`config.mk`:
```
export PLATFORM = sky130hd
export DESIGN_NAME = rate_counter_sequencer
export DESIGN_NICKNAME = d
export VERILOG_FILES = /design/src/rtl/rate_counter_sequencer.sv
export SDC_FILE = /design/constraint.sdc
export NUM_CORES = 1
export LEC_CHECK = 0
export CORE_ASPECT_RATIO = 1.2
export CORE_MARGIN = 2
export CORE_UTILIZATION = 40
export DETAILED_ROUTE_END_ITERATION = 6
export SYNTH_ARGS = -nofsm -noshare
export SYNTH_HDL_FRONTEND = slang
export SYNTH_SLANG_ARGS = --single-unit
```
`constraint.sdc`:
```
create_clock -name CLOCK_50 -period 2.79 [get_ports CLOCK_50]
set_input_delay 0.558 -clock CLOCK_50 [delete_from_list [all_inputs] [get_ports CLOCK_50]]
set_output_delay 0.558 -clock CLOCK_50 [all_outputs]
set_load 0.005 [all_outputs]
```
`src/rtl/rate_counter_sequencer.sv`:
```
// Rate counter sequencer: run/pause/step control for the display digit counter.
// A programmable down-counter sets the advance rate. The digit counter steps once
// per tick. A new speed takes effect only at a tick boundary while running.
module rate_counter_sequencer #(
    parameter int DIV_W    = 27,
    parameter int DIV_FAST = 25000000,
    parameter int DIV_MID  = 50000000,
    parameter int DIV_SLOW = 100000000,
    parameter int CNT_MAX  = 15
) (
    input  logic       CLOCK_50,
    input  logic       reset,
    input  logic [1:0] speed,
    input  logic       go,
    input  logic       halt,
    input  logic       step,
    input  logic       clear,
    output logic       tick,
    output logic [3:0] count,
    output logic       wrap,
    output logic       running,
    output logic       speed_ack
);

    typedef enum logic [1:0] {
        IDLE  = 2'd0,
        RUN   = 2'd1,
        PAUSE = 2'd2,
        STEP  = 2'd3
    } state_t;

    state_t           r_state;
    state_t           w_stateNext;
    logic [DIV_W-1:0] r_rdiv;
    logic [DIV_W-1:0] w_rdivNext;
    logic [3:0]       r_count;
    logic [3:0]       w_countNext;
    logic [1:0]       r_activeSpeed;
    logic [1:0]       w_activeSpeedNext;
    logic             r_tick;
    logic             w_tickNext;
    logic             r_wrap;
    logic             w_wrapNext;
    logic             r_speedAck;
    logic             w_speedAckNext;

    logic             w_speedChange;
    logic [DIV_W-1:0] w_reloadActive;
    logic [DIV_W-1:0] w_reloadReq;
    logic             w_atMax;
    logic [3:0]       w_countInc;

    // Reload value (period minus one) for a given speed code
    function automatic logic [DIV_W-1:0] reloadFor(input logic [1:0] s);
        case (s)
            2'b01:   reloadFor = DIV_W'(DIV_FAST - 1);
            2'b10:   reloadFor = DIV_W'(DIV_MID - 1);
            2'b11:   reloadFor = DIV_W'(DIV_SLOW - 1);
            default: reloadFor = '0;
        endcase
    endfunction

    assign w_speedChange  = (speed != r_activeSpeed);
    assign w_reloadActive = reloadFor(r_activeSpeed);
    assign w_reloadReq    = reloadFor(speed);
    assign w_atMax        = (r_count == 4'(CNT_MAX));
    assign w_countInc     = w_atMax ? 4'd0 : (r_count + 4'd1);

    // State, divider, counter and pulse registers; reset discards everything at once
    always_ff @(posedge CLOCK_50 or posedge reset) begin
        if (reset) begin
            r_state       <= IDLE;
            r_rdiv        <= '0;
            r_count       <= 4'd0;
            r_activeSpeed <= 2'b00;
            r_tick        <= 1'b0;
            r_wrap        <= 1'b0;
            r_speedAck    <= 1'b0;
        end else begin
            r_state       <= w_stateNext;
            r_rdiv        <= w_rdivNext;
            r_count       <= w_countNext;
            r_activeSpeed <= w_activeSpeedNext;
            r_tick        <= w_tickNext;
            r_wrap        <= w_wrapNext;
            r_speedAck    <= w_speedAckNext;
        end
    end

    // Next-state and datapath decisions; clear beats halt beats step beats go.
    // clear is honoured in every state, including the single-cycle STEP state.
    // A pending speed change is left for the following cycle when clear wins.
    always_comb begin
        w_stateNext       = r_state;
        w_rdivNext        = r_rdiv;
        w_countNext       = r_count;
        w_activeSpeedNext = r_activeSpeed;
        w_tickNext        = 1'b0;
        w_wrapNext        = 1'b0;
        w_speedAckNext    = 1'b0;

        if (clear) begin
            w_countNext = 4'd0;
            w_rdivNext  = w_reloadActive;
            w_stateNext = IDLE;
        end else begin
            case (r_state)
                IDLE, PAUSE: begin
                    if (r_state == IDLE) begin
                        w_rdivNext = w_reloadActive;
                    end
                    if (w_speedChange) begin
                        w_activeSpeedNext = speed;
                        w_rdivNext        = w_reloadReq;
                        w_speedAckNext    = 1'b1;
                    end
                    if (!halt) begin
                        if (step) begin
                            w_stateNext = STEP;
                        end else if (go) begin
                            w_stateNext = RUN;
                        end
                    end
                end
                RUN: begin
                    if (halt) begin
                        w_stateNext = PAUSE;
                    end else if (r_rdiv == '0) begin
                        w_tickNext  = 1'b1;
                        w_countNext = w_countInc;
                        w_wrapNext  = w_atMax;
                        if (w_speedChange) begin
                            w_activeSpeedNext = speed;
                            w_rdivNext        = w_reloadReq;
                            w_speedAckNext    = 1'b1;
                        end else begin
                            w_rdivNext = w_reloadActive;
                        end
                    end else begin
                        w_rdivNext = r_rdiv - DIV_W'(1);
                    end
                end
                STEP: begin
                    w_tickNext  = 1'b1;
                    w_countNext = w_countInc;
                    w_wrapNext  = w_atMax;
                    w_rdivNext  = w_reloadActive;
                    w_stateNext = PAUSE;
                end
                default: begin
                    w_stateNext = IDLE;
                end
            endcase
        end
    end

    assign tick      = r_tick;
    assign count     = r_count;
    assign wrap      = r_wrap;
    assign speed_ack = r_speedAck;
    assign running   = (r_state == RUN);

endmodule
```
==> impl_metrics.tcl, run 1 <==
set metrics [dict create \
    run_status "finished, final reports clean" \
    worst_pin_slew_ps 656 \
    crit_type "reg -> reg" \
    cts_root_buf "clkbuf_8" \
    rsz0062_at_grt "yes" \
    cp_cell_sequence "or4_4, or4_4, or4_4, o41ai_2, a21boi_1, a311o_1" \
    insertion_delay_ps 300 \
    synthArstFlopShare_pct 100 \
    yosysSeqAreaShare_pct 34.1 \
    htree_levels 2 \
    ir_worst_vdd_mv 0.221 \
    multi_input_area_mm2 0.00174 \
    p_int_mw 1.13 \
    powerDensity_mw_per_mm2 532 \
    drc 0 \
    clock_sinks 38 \
    clockPowerShare_pct 21.8 \
    combPwrFrac_pct 36.3 \
    fin_crit_sh_pct 99.6 \
    seqPwrFrac_pct 41.9 \
    leakage_nw 1.47 \
    fin_ws_ps 12.3 \
    first_iter_violations 177 \
    path_clk_slew_ps 90 \
    antenna_found_initial 0 \
    viasPerCell 6.03 \
    relSlewSlack_pct 55.2 \
    cp_slowest_cell "or4_4" \
    p_sw_mw 0.682 \
    syn-num-nets 355 \
    ys_ff_latch 38 \
    die_x_um 80.3 \
    fin_crit_ps 2780 \
    fmax_ghz 0.360 \
    setup_violations 0 \
    wl_per_cell_um 17.3 \
    drtAntennaViolNets 0 \
    port_buffers 15 \
    layoutNonFillerInstCount 470 \
    netlist_area_mm2 0.00279 \
    grt_first_pass_wirelength_um 13500 \
    ys.flop_type "dfrtp_1" \
    yosys.cell_types.count 61 \
    track_usage_pct 22.9 \
    final_max_slew_viol_count 0 \
    dp_cells 462 \
    nets 401 \
    grt_pass1_vias 2691 \
    synth_edf_count 0 \
    syn_inst 336 \
    cp_data_required_time_ps 2980 \
    gp_congestion 0.940 \
    fp-row-count 33 \
    diodes 0 \
    cts_tree "built" \
    syn_area_per_cell_um2 8.31 \
    crit_top_cell "or4_4" \
    critPathMaxStageDelay_ps 600 \
    dieArea_mm2 0.00767 \
    cp_data_arrival_time_ps 2970 \
    swShare_pct 37.6 \
    syn2layout_area_growth_pct 22.1 \
    fill_cells 657 \
    dpl_worst_slack_ps -20.9 \
    grt_overflow_total 0 \
    core_region_area_mm2 0.00681 \
    first_pass_iters 5 \
    ioPinCount 16 \
    initial_core_util_pct 41.0 \
    die_h_um 95.5 \
    timing_hold_violations_final 0 \
    ys_warn_count 0 \
    finalWirelength_um 8150 \
    vias 2834 \
    hold_class "reg -> reg" \
    final_core_util_pct 50.0 \
    place_hpwl_um 6250 \
    clockBufferDepth 2 \
    startpoint_type "register" \
    grt_max_degree 39 \
    cts_made_buffers 5 \
    maxCapViolations 0 \
    cts_setup_buffers 0 \
    critical_path.endpoint_type "register" \
    fin_skew_ps 12.1 \
    path_max_fanout 6 \
    drive_above_1_share_pct 16.2 \
    seq_area_um2 951 \
]
-- critical path: cells and delay by family, from the launching register on --
kind / cells / cell delay [ps]
and+or+nand+nor: 3 / 1670
AOI/OAI and AO/OA: 3 / 580
DFF: 1 / 430
-- cell usage in the layout (no fill, tap or decap), types with 6 or more instances in the layout --
master,netlist,routed
a21oi_1,28,27
and3_1,6,6
buf_4,0,39
clkdlybuf4s50_1,0,15
dfrtp_1,38,38
ha_1,11,11
inv_1,15,15
nand2_1,28,27
nand3_1,8,8
nor2_1,32,32
nor3_1,14,14
nor4_1,7,6
o21ai_0,20,20
o22a_1,7,7
o22ai_1,7,7
or3_1,9,9
-- metrics by stage --
stage          setup TNS (ps)  total power, mW  instance area (µm²)  hold WS, ps
2_1_floorplan               0             1.16                 2790          451
3_5_place_dp            -29.8             1.41                 3290          490
5_1_grt                 -53.5             1.92                 3410          530
4_1_cts                     0             1.81                 3390          503
3_3_place_gp                0             1.41                 3290          500
6_report                    0             1.81                 3410          504
-- area by class of cell --
cell class              instances  area share, %
multi-input cells             266           50.9
flip-flops and latches         38           27.9
repair buffers                 55           13.6
well taps                      87           3.19
clock buffers                   5           2.02
inverters                      16           1.76
clock inverters                 3          0.624
-- metal layers --
layer  part of all wire, %  vias up  track usage (%)  wire (µm)
met1                    45     1371             29.8       3650
met2                    49       94             38.9       4000
met5                     0        -                0          0
met3                   4.1       13             2.84        334
met4                   2.1        0             8.47        170
li1                      -     1356                -          -
-- power by group through the flow --
stage / logic [mW] / registers [mW] / clock network, mW
4_1_cts: 0.651 / 0.757 / 0.406
2_1_floorplan: 0.409 / 0.755 / 0
6_report: 0.658 / 0.760 / 0.395
3_3_place_gp: 0.640 / 0.769 / 0
3_5_place_dp: 0.646 / 0.768 / 0
5_1_grt: 0.724 / 0.778 / 0.423
-- kinds of logic after synthesis --
kind of cell	count (synthesis)	share of synthesized area [%]
DFF	38	34.1
buffers and inverters	32	4.66
AOI/OAI and AO/OA	116	28.2
xor gates and xnor gates	9	2.82
muxes	7	2.60
and+or+nand+nor	123	22.8
adders and majority gates	11	4.93
-- cells in the mapped netlist (3+ instances only) --
master,instances,area (µm²)
a22oi_1,3,22.5
a211oi_1,4,30.0
clkbuf_1,12,45.0
xor2_1,5,43.8
xnor2_1,4,35.0
o21ai_1,3,15.0
o31ai_1,3,22.5
a2bb2oi_1,3,26.3
nand2_1,28,105
nor4_1,7,43.8
mux2i_1,5,50.1
a21oi_1,28,140
nand3_1,8,40.0
nor2_1,32,120
or3_1,9,56.3
ha_1,11,138
inv_1,15,56.3
dfrtp_1,38,951
and3_1,6,37.5
a21o_1,4,30.0
o22ai_1,7,43.8
nand2b_1,3,18.8
or4_4,4,45.0
o21a_1,5,37.5
o21ai_0,20,100
nor3_1,14,70.1
a31oi_1,3,18.8
o22a_1,7,61.3
-- flip-flops by register name, summed over array words and instances, names as in the netlist --
register / cells
wrap: 1
r_state: 2
r_rdiv: 27
r_activeSpeed: 2
speed_ack: 1
tick: 1
count: 4
-- final timing paths --
path | from | slack (ps) | cells after the start | endpoint
min reg2reg | r_rdiv[10] | 500 | 1 | r_rdiv[10]
max in group asynchronous | reset | 1770 | 3 | r_rdiv[25]
max | r_rdiv[7] | 10 | 6 | r_rdiv[23]
max reg2reg | r_rdiv[7] | 10 | 6 | r_rdiv[23]
min | r_rdiv[10] | 500 | 1 | r_rdiv[10]
min in group asynchronous | reset | 670 | 3 | wrap
-- what timing repair did --
action / 4_1_cts / 5_1_grt
hold buffers: 0 / 0
setup endpoints to repair: 4 / 10
gates resized for setup: 1 / 4
Power figures use the tool's default switching activity.
==> inputs of run 2 (changes only) <==
--- a/config.mk
+++ b/config.mk
@@ -7,8 +7,9 @@
 export LEC_CHECK = 0
 export CORE_ASPECT_RATIO = 1.2
 export CORE_MARGIN = 2
-export CORE_UTILIZATION = 40
+export CORE_UTILIZATION = 46
 export DETAILED_ROUTE_END_ITERATION = 6
+export PLACE_DENSITY = 0.67
 export SYNTH_ARGS = -nofsm -noshare
 export SYNTH_HDL_FRONTEND = slang
 export SYNTH_SLANG_ARGS = --single-unit
==> run 2 against run 1 <==
Net effect: critical path depth did not move; clock power rose by 19%; largest cell class unchanged; largest power group unchanged; global-route usage rose by 2.6 points; sequential cell count did not move; highest routed layer unchanged; design area rose by 0.29%; clock skew fell by 4.6 ps; fmax rose by 0.46%; combinational power rose by 0.8%; via count fell by 0.74%; total power rose by 4.4%.
==> impl_metrics.tcl, run 2 (synthesis results as in run 1) <==
set metrics [dict create \
    hold_class "reg -> reg" \
    critical_path.endpoint_type "register" \
    crit_type "reg -> reg" \
    fill_cells 564 \
    drive_above_1_share_pct 15.5 \
    cts_made_buffers 5 \
    run_status "finished, final reports clean" \
    cp_data_arrival_time_ps 3000 \
    antenna_found_initial 0 \
    wl_per_cell_um 17.1 \
    maxCapViolations 0 \
    drc 0 \
    core_region_area_mm2 0.00593 \
    cp_data_required_time_ps 3030 \
    insertion_delay_ps 290 \
    worst_pin_slew_ps 535 \
    port_buffers 15 \
    die_x_um 75.1 \
    clockBufferDepth 2 \
    relSlewSlack_pct 64.0 \
    startpoint_type "register" \
    grt_overflow_total 0 \
    final_core_util_pct 57.6 \
    largest_reg_flops 27 \
    finalWirelength_um 8010 \
    ir_worst_vdd_mv 0.229 \
    grt_max_degree 39 \
    regMostFlops "r_rdiv" \
    fp-row-count 31 \
    fin_crit_ps 2760 \
    initial_core_util_pct 47.0 \
    first_pass_iters 7 \
    drtAntennaViolNets 0 \
    dieArea_mm2 0.00671 \
    path_clk_slew_ps 80 \
    clock_sinks 38 \
    die_h_um 89.3 \
    first_iter_violations 176 \
    setup_violations 0 \
    placed_cell_area_mm2 0.00330 \
    nets 404 \
    multi_input_area_mm2 0.00171 \
    fin_crit_sh_pct 99.1 \
    vias 2813 \
    fmax_ghz 0.362 \
    rsz0062_at_grt "yes" \
    hold_buffers 0 \
    final_common_cell "buf_4" \
    seq_area_um2 951 \
    most-common-layout-cells "42 x buf_4, 38 x dfrtp_1, 32 x nor2_1" \
    hold_slack_ps 517 \
    gp_congestion 0.922 \
    syn2layout_area_growth_pct 22.5 \
    leakage_nw 1.48 \
    place_hpwl_um 6060 \
    viasPerCell 6.01 \
    cts_root_buf "clkbuf_8" \
    path_max_fanout 6 \
    htree_levels 2 \
    grt_first_pass_wirelength_um 13000 \
    timing_hold_violations_final 0 \
    cts_tree "built" \
    final_max_slew_viol_count 0 \
    track_usage_pct 25.5 \
    powerDensity_mw_per_mm2 554 \
    grt_pass1_vias 2709 \
    fin_skew_ps 7.57 \
    final_area_mm2 0.00342 \
    diodes 0 \
    ioPinCount 16 \
]
==> run 2: routing by layer <==
layer	routed length [µm]	GRT usage [%]	part of all wire, %	up-vias
met3	454	4.74	5.7	19
li1	-	-	-	1360
met5	0	0	0	-
met4	199	9.58	2.5	0
met1	3340	32.3	42	1336
met2	4010	42.7	50	98
==> run 2: what timing repair did <==
action / 4_1_cts / 5_1_grt
gates resized for setup: 0 / 1
buffers inserted: 0 / 1
endpoints found under the setup margin: 0 / 7
==> run 2: layout make-up <==
type / instances / share of cell area [%]
Multi-Input combinational cell: 266 / 50.1
Sequential cell: 38 / 27.8
Timing Repair Buffer: 58 / 14.2
Tap cell: 82 / 3.00
Clock buffer: 7 / 2.23
Inverter: 16 / 1.76
Clock inverter: 1 / 0.878
==> run 2: worst max-delay path: stages, from the launching register on <==
cell and delay [ps]:
dfrtp_1 380, or4_4 540, or4_4 610, or4_4 530
or3b_1 380, o21ai_1 90, a311o_1 170
==> run 2: power breakdown <==
part | switching [mW] | leakage [nW] | internal [mW]
logic | 0.350 | 0.956 | 0.313
clock network | 0.204 | 0.0524 | 0.268
registers | 0.107 | 0.475 | 0.652
total | 0.661 | 1.48 | 1.23
==> run 2: path summary, 6_finish.rpt <==
kind / startpoint / end / slack [ps] / cells past startpoint
min in group asynchronous: reset / r_rdiv[4] / 690 / 3
worst max register to register: r_rdiv[11] / r_rdiv[23] / 30 / 6
worst min-delay path: r_rdiv[10] / r_rdiv[10] / 520 / 1
worst min register to register: r_rdiv[10] / r_rdiv[10] / 520 / 1
max in group asynchronous: reset / r_state[0] / 1760 / 3
worst max-delay path: r_rdiv[11] / r_rdiv[23] / 30 / 6
==> run 2: per-stage QoR <==
stage	instances	TNS, ps	worst slack, ps	total power, mW
4_1_cts	467	0	22.8	1.89
3_3_place_gp	459	0	8.54	1.40
6_report	468	0	25.0	1.89
2_1_floorplan	336	0	1.80	1.16
3_5_place_dp	459	-0.645	-0.645	1.41
5_1_grt	468	-172	-52.9	2.01
==> inputs of run 3 (changes only) <==
--- a/config.mk
+++ b/config.mk
@@ -5,11 +5,13 @@
 export SDC_FILE = /design/constraint.sdc
 export NUM_CORES = 1
 export LEC_CHECK = 0
+export ABC_AREA = 1
 export CORE_ASPECT_RATIO = 1.2
 export CORE_MARGIN = 2
 export CORE_UTILIZATION = 46
+export CTS_BUF_LIST = sky130_fd_sc_hd__clkbuf_2 sky130_fd_sc_hd__clkbuf_4 sky130_fd_sc_hd__clkbuf_8
 export DETAILED_ROUTE_END_ITERATION = 6
-export PLACE_DENSITY = 0.67
+export PLACE_DENSITY = 0.66
 export SYNTH_ARGS = -nofsm -noshare
 export SYNTH_HDL_FRONTEND = slang
 export SYNTH_SLANG_ARGS = --single-unit
==> run 3 against run 2 <==
Net effect: combinational power rose to 2.6 times the previous value; non-clock buffer count down 38; wire length increased by 0.96%; worst setup slack gained 340 ps; synthesized cell count rose by 48%; clock skew shrank 0.76 ps; final cell count increased by 28%; sequential share of layout area decreased by 1.0 points; via count is 9.7% higher; worst hold slack better by 18 ps; global-route usage decreased by 2.0 points; critical path type is now in -> reg; highest routed layer unchanged.
==> impl_metrics.tcl, run 3 <==
set metrics [dict create \
    drc 0 \
    clock_sinks 38 \
    hold_buffers 0 \
    placed_cell_area_mm2 0.00345 \
    initial_core_util_pct 47.5 \
    viasPerCell 5.14 \
    fin_crit_ps 2420 \
    clockPowerShare_pct 13.0 \
    dieArea_mm2 0.00773 \
    first_iter_violations 169 \
    fmax_ghz 0.413 \
    drtAntennaViolNets 0 \
    insertion_delay_ps 300 \
    fin_crit_sh_pct 86.9 \
    synth_top_area_share_pct 29.4 \
    grt_overflow_total 0 \
    finalWirelength_um 8090 \
    htree_levels 2 \
    syn-num-nets 515 \
    cts_made_buffers 5 \
    gp_congestion 0.932 \
    path_clk_slew_ps 80 \
    hold_slack_ps 535 \
    final_common_cell "nand2_1" \
    ys.flop_type "dfrtp_1" \
    synth_top_cell_by_area "dfrtp_1" \
    swShare_pct 49.6 \
    syn_inst 496 \
    synthTopCellsByArea "dfrtp_1 29%, nand2_1 18%, nor2_1 8.8%" \
    clockBufferDepth 2 \
    p_int_mw 1.59 \
    fill_cells 699 \
    powerDensity_mw_per_mm2 891 \
    antenna_found_initial 0 \
    port_buffers 15 \
    rsz0062_at_grt "no" \
    largest_reg_flops 27 \
    grt_first_pass_wirelength_um 14000 \
    track_usage_pct 23.5 \
    critical_path.endpoint_type "register" \
    seq_area_um2 951 \
    ys_warn_count 0 \
    most-common-layout-cells "154 x nand2_1, 76 x nor2_1, 50 x inv_1" \
    yosysSeqAreaShare_pct 29.4 \
    first_pass_iters 5 \
    finalSetupTns_ps 0 \
    power.total_mw 3.16 \
    synthTopCellsByCount "154 x nand2_1, 76 x nor2_1, 50 x inv_1" \
    multi_input_area_mm2 0.00199 \
    synth_most_common_cell "nand2_1" \
    cp_data_arrival_time_ps 2590 \
    grt_max_degree 39 \
    core_region_area_mm2 0.00681 \
    nets 531 \
    path_max_fanout 11 \
    fin_skew_ps 6.81 \
    post_cts_resized 0 \
    netlist_area_mm2 0.00324 \
    setup_violations 0 \
    ir_worst_vdd_mv 0.517 \
    fp-row-count 33 \
    grt_pass1_vias 2997 \
    wl_per_cell_um 13.5 \
    yosys.cell_types.count 36 \
    die_x_um 80.6 \
    leakage_nw 1.77 \
    die_h_um 95.9 \
    diodes 0 \
    regMostFlops "r_rdiv" \
    cts_setup_buffers 0 \
    startpoint_type "input pin" \
    run_status "finished, final reports clean" \
    final_max_slew_viol_count 0 \
    p_sw_mw 1.57 \
    drive_above_1_share_pct 11.1 \
    synth_edf_count 0 \
    ys_ff_latch 38 \
    worst_pin_slew_ps 781 \
    relSlewSlack_pct 47.9 \
    place_hpwl_um 6230 \
    seqPwrFrac_pct 33.1 \
    synthArstFlopShare_pct 100 \
    maxCapViolations 0 \
    timing_hold_violations_final 0 \
    final_area_mm2 0.00355 \
    crit_type "in -> reg" \
    cts_tree "built" \
    vias 3085 \
    syn2layout_area_growth_pct 9.51 \
    cts_root_buf "clkbuf_8" \
    hold_class "reg -> reg" \
    syn_area_per_cell_um2 6.53 \
    combPwrFrac_pct 53.9 \
    ioPinCount 16 \
    cp_data_required_time_ps 2950 \
]
[run 3: kinds of logic (layout without fill, tap and decap cells)]
group           Yosys count  in the layout  share of synthesized area (%)
xor+xnor                 15             15                           4.06
fa+ha+maj                11             11                           4.25
simple gates            300            300                           41.2
buf+inv                  66             83                           9.04
flops                    38             38                           29.4
compound gates           66             66                           12.1
[run 3: through the flow]
step           setup slack (ps)  utilization (%)  std cells
6_report                    366             52.0        600
4_1_cts                     335             52.0        600
2_1_floorplan              1100                -        496
3_3_place_gp                108             50.7        592
5_1_grt                     170             52.0        600
3_5_place_dp               16.0             50.7        592
[run 3: area by class of cell]
| class | count | share of cell area (%) |
|---|---|---|
| clock buffer | 7 | 2.54 |
| timing repair buffer | 20 | 5.29 |
| clock inverter | 1 | 0.141 |
| sequential | 38 | 26.8 |
| inverter | 55 | 5.89 |
| tap | 87 | 3.07 |
| multi-input combinational | 392 | 56.2 |
[run 3: per-layer routing]
| layer | GRT usage (%) | wire length [µm] |
|---|---|---|
| met5 | 0 | 0 |
| met4 | 9.75 | 197 |
| met2 | 42.0 | 4120 |
| met3 | 3.19 | 218 |
| met1 | 28.1 | 3550 |
[run 3: power groups by stage]
stage / Clock [mW] / Sequential [mW] / Combinational (mW)
2_1_floorplan: 0 / 0.967 / 1.39
3_3_place_gp: 0 / 1.05 / 1.67
3_5_place_dp: 0 / 1.05 / 1.69
4_1_cts: 0.421 / 1.04 / 1.71
5_1_grt: 0.447 / 1.08 / 1.95
6_report: 0.412 / 1.04 / 1.70
[run 3: path summary, 6_finish.rpt]
kind	startpoint	to	slack (ps)	cells past startpoint
setup reg to reg	r_activeSpeed[0]	r_rdiv[1]	670	7
hold reg to reg	r_rdiv[1]	r_rdiv[1]	530	2
hold / removal	r_rdiv[1]	r_rdiv[1]	530	2
max in group asynchronous	reset	r_rdiv[15]	1760	3
setup / recovery	speed[0]	r_rdiv[1]	370	8
min in group asynchronous	reset	r_rdiv[5]	680	3
[run 3: worst max-delay path, stage by stage]
cell and delay (ps):
clkdlybuf4s50_1 480, xnor2_1 170, nand2_1 270, inv_2 110
nand3_1 80, nand2_1 150, nor2_2 640, a21oi_2 110
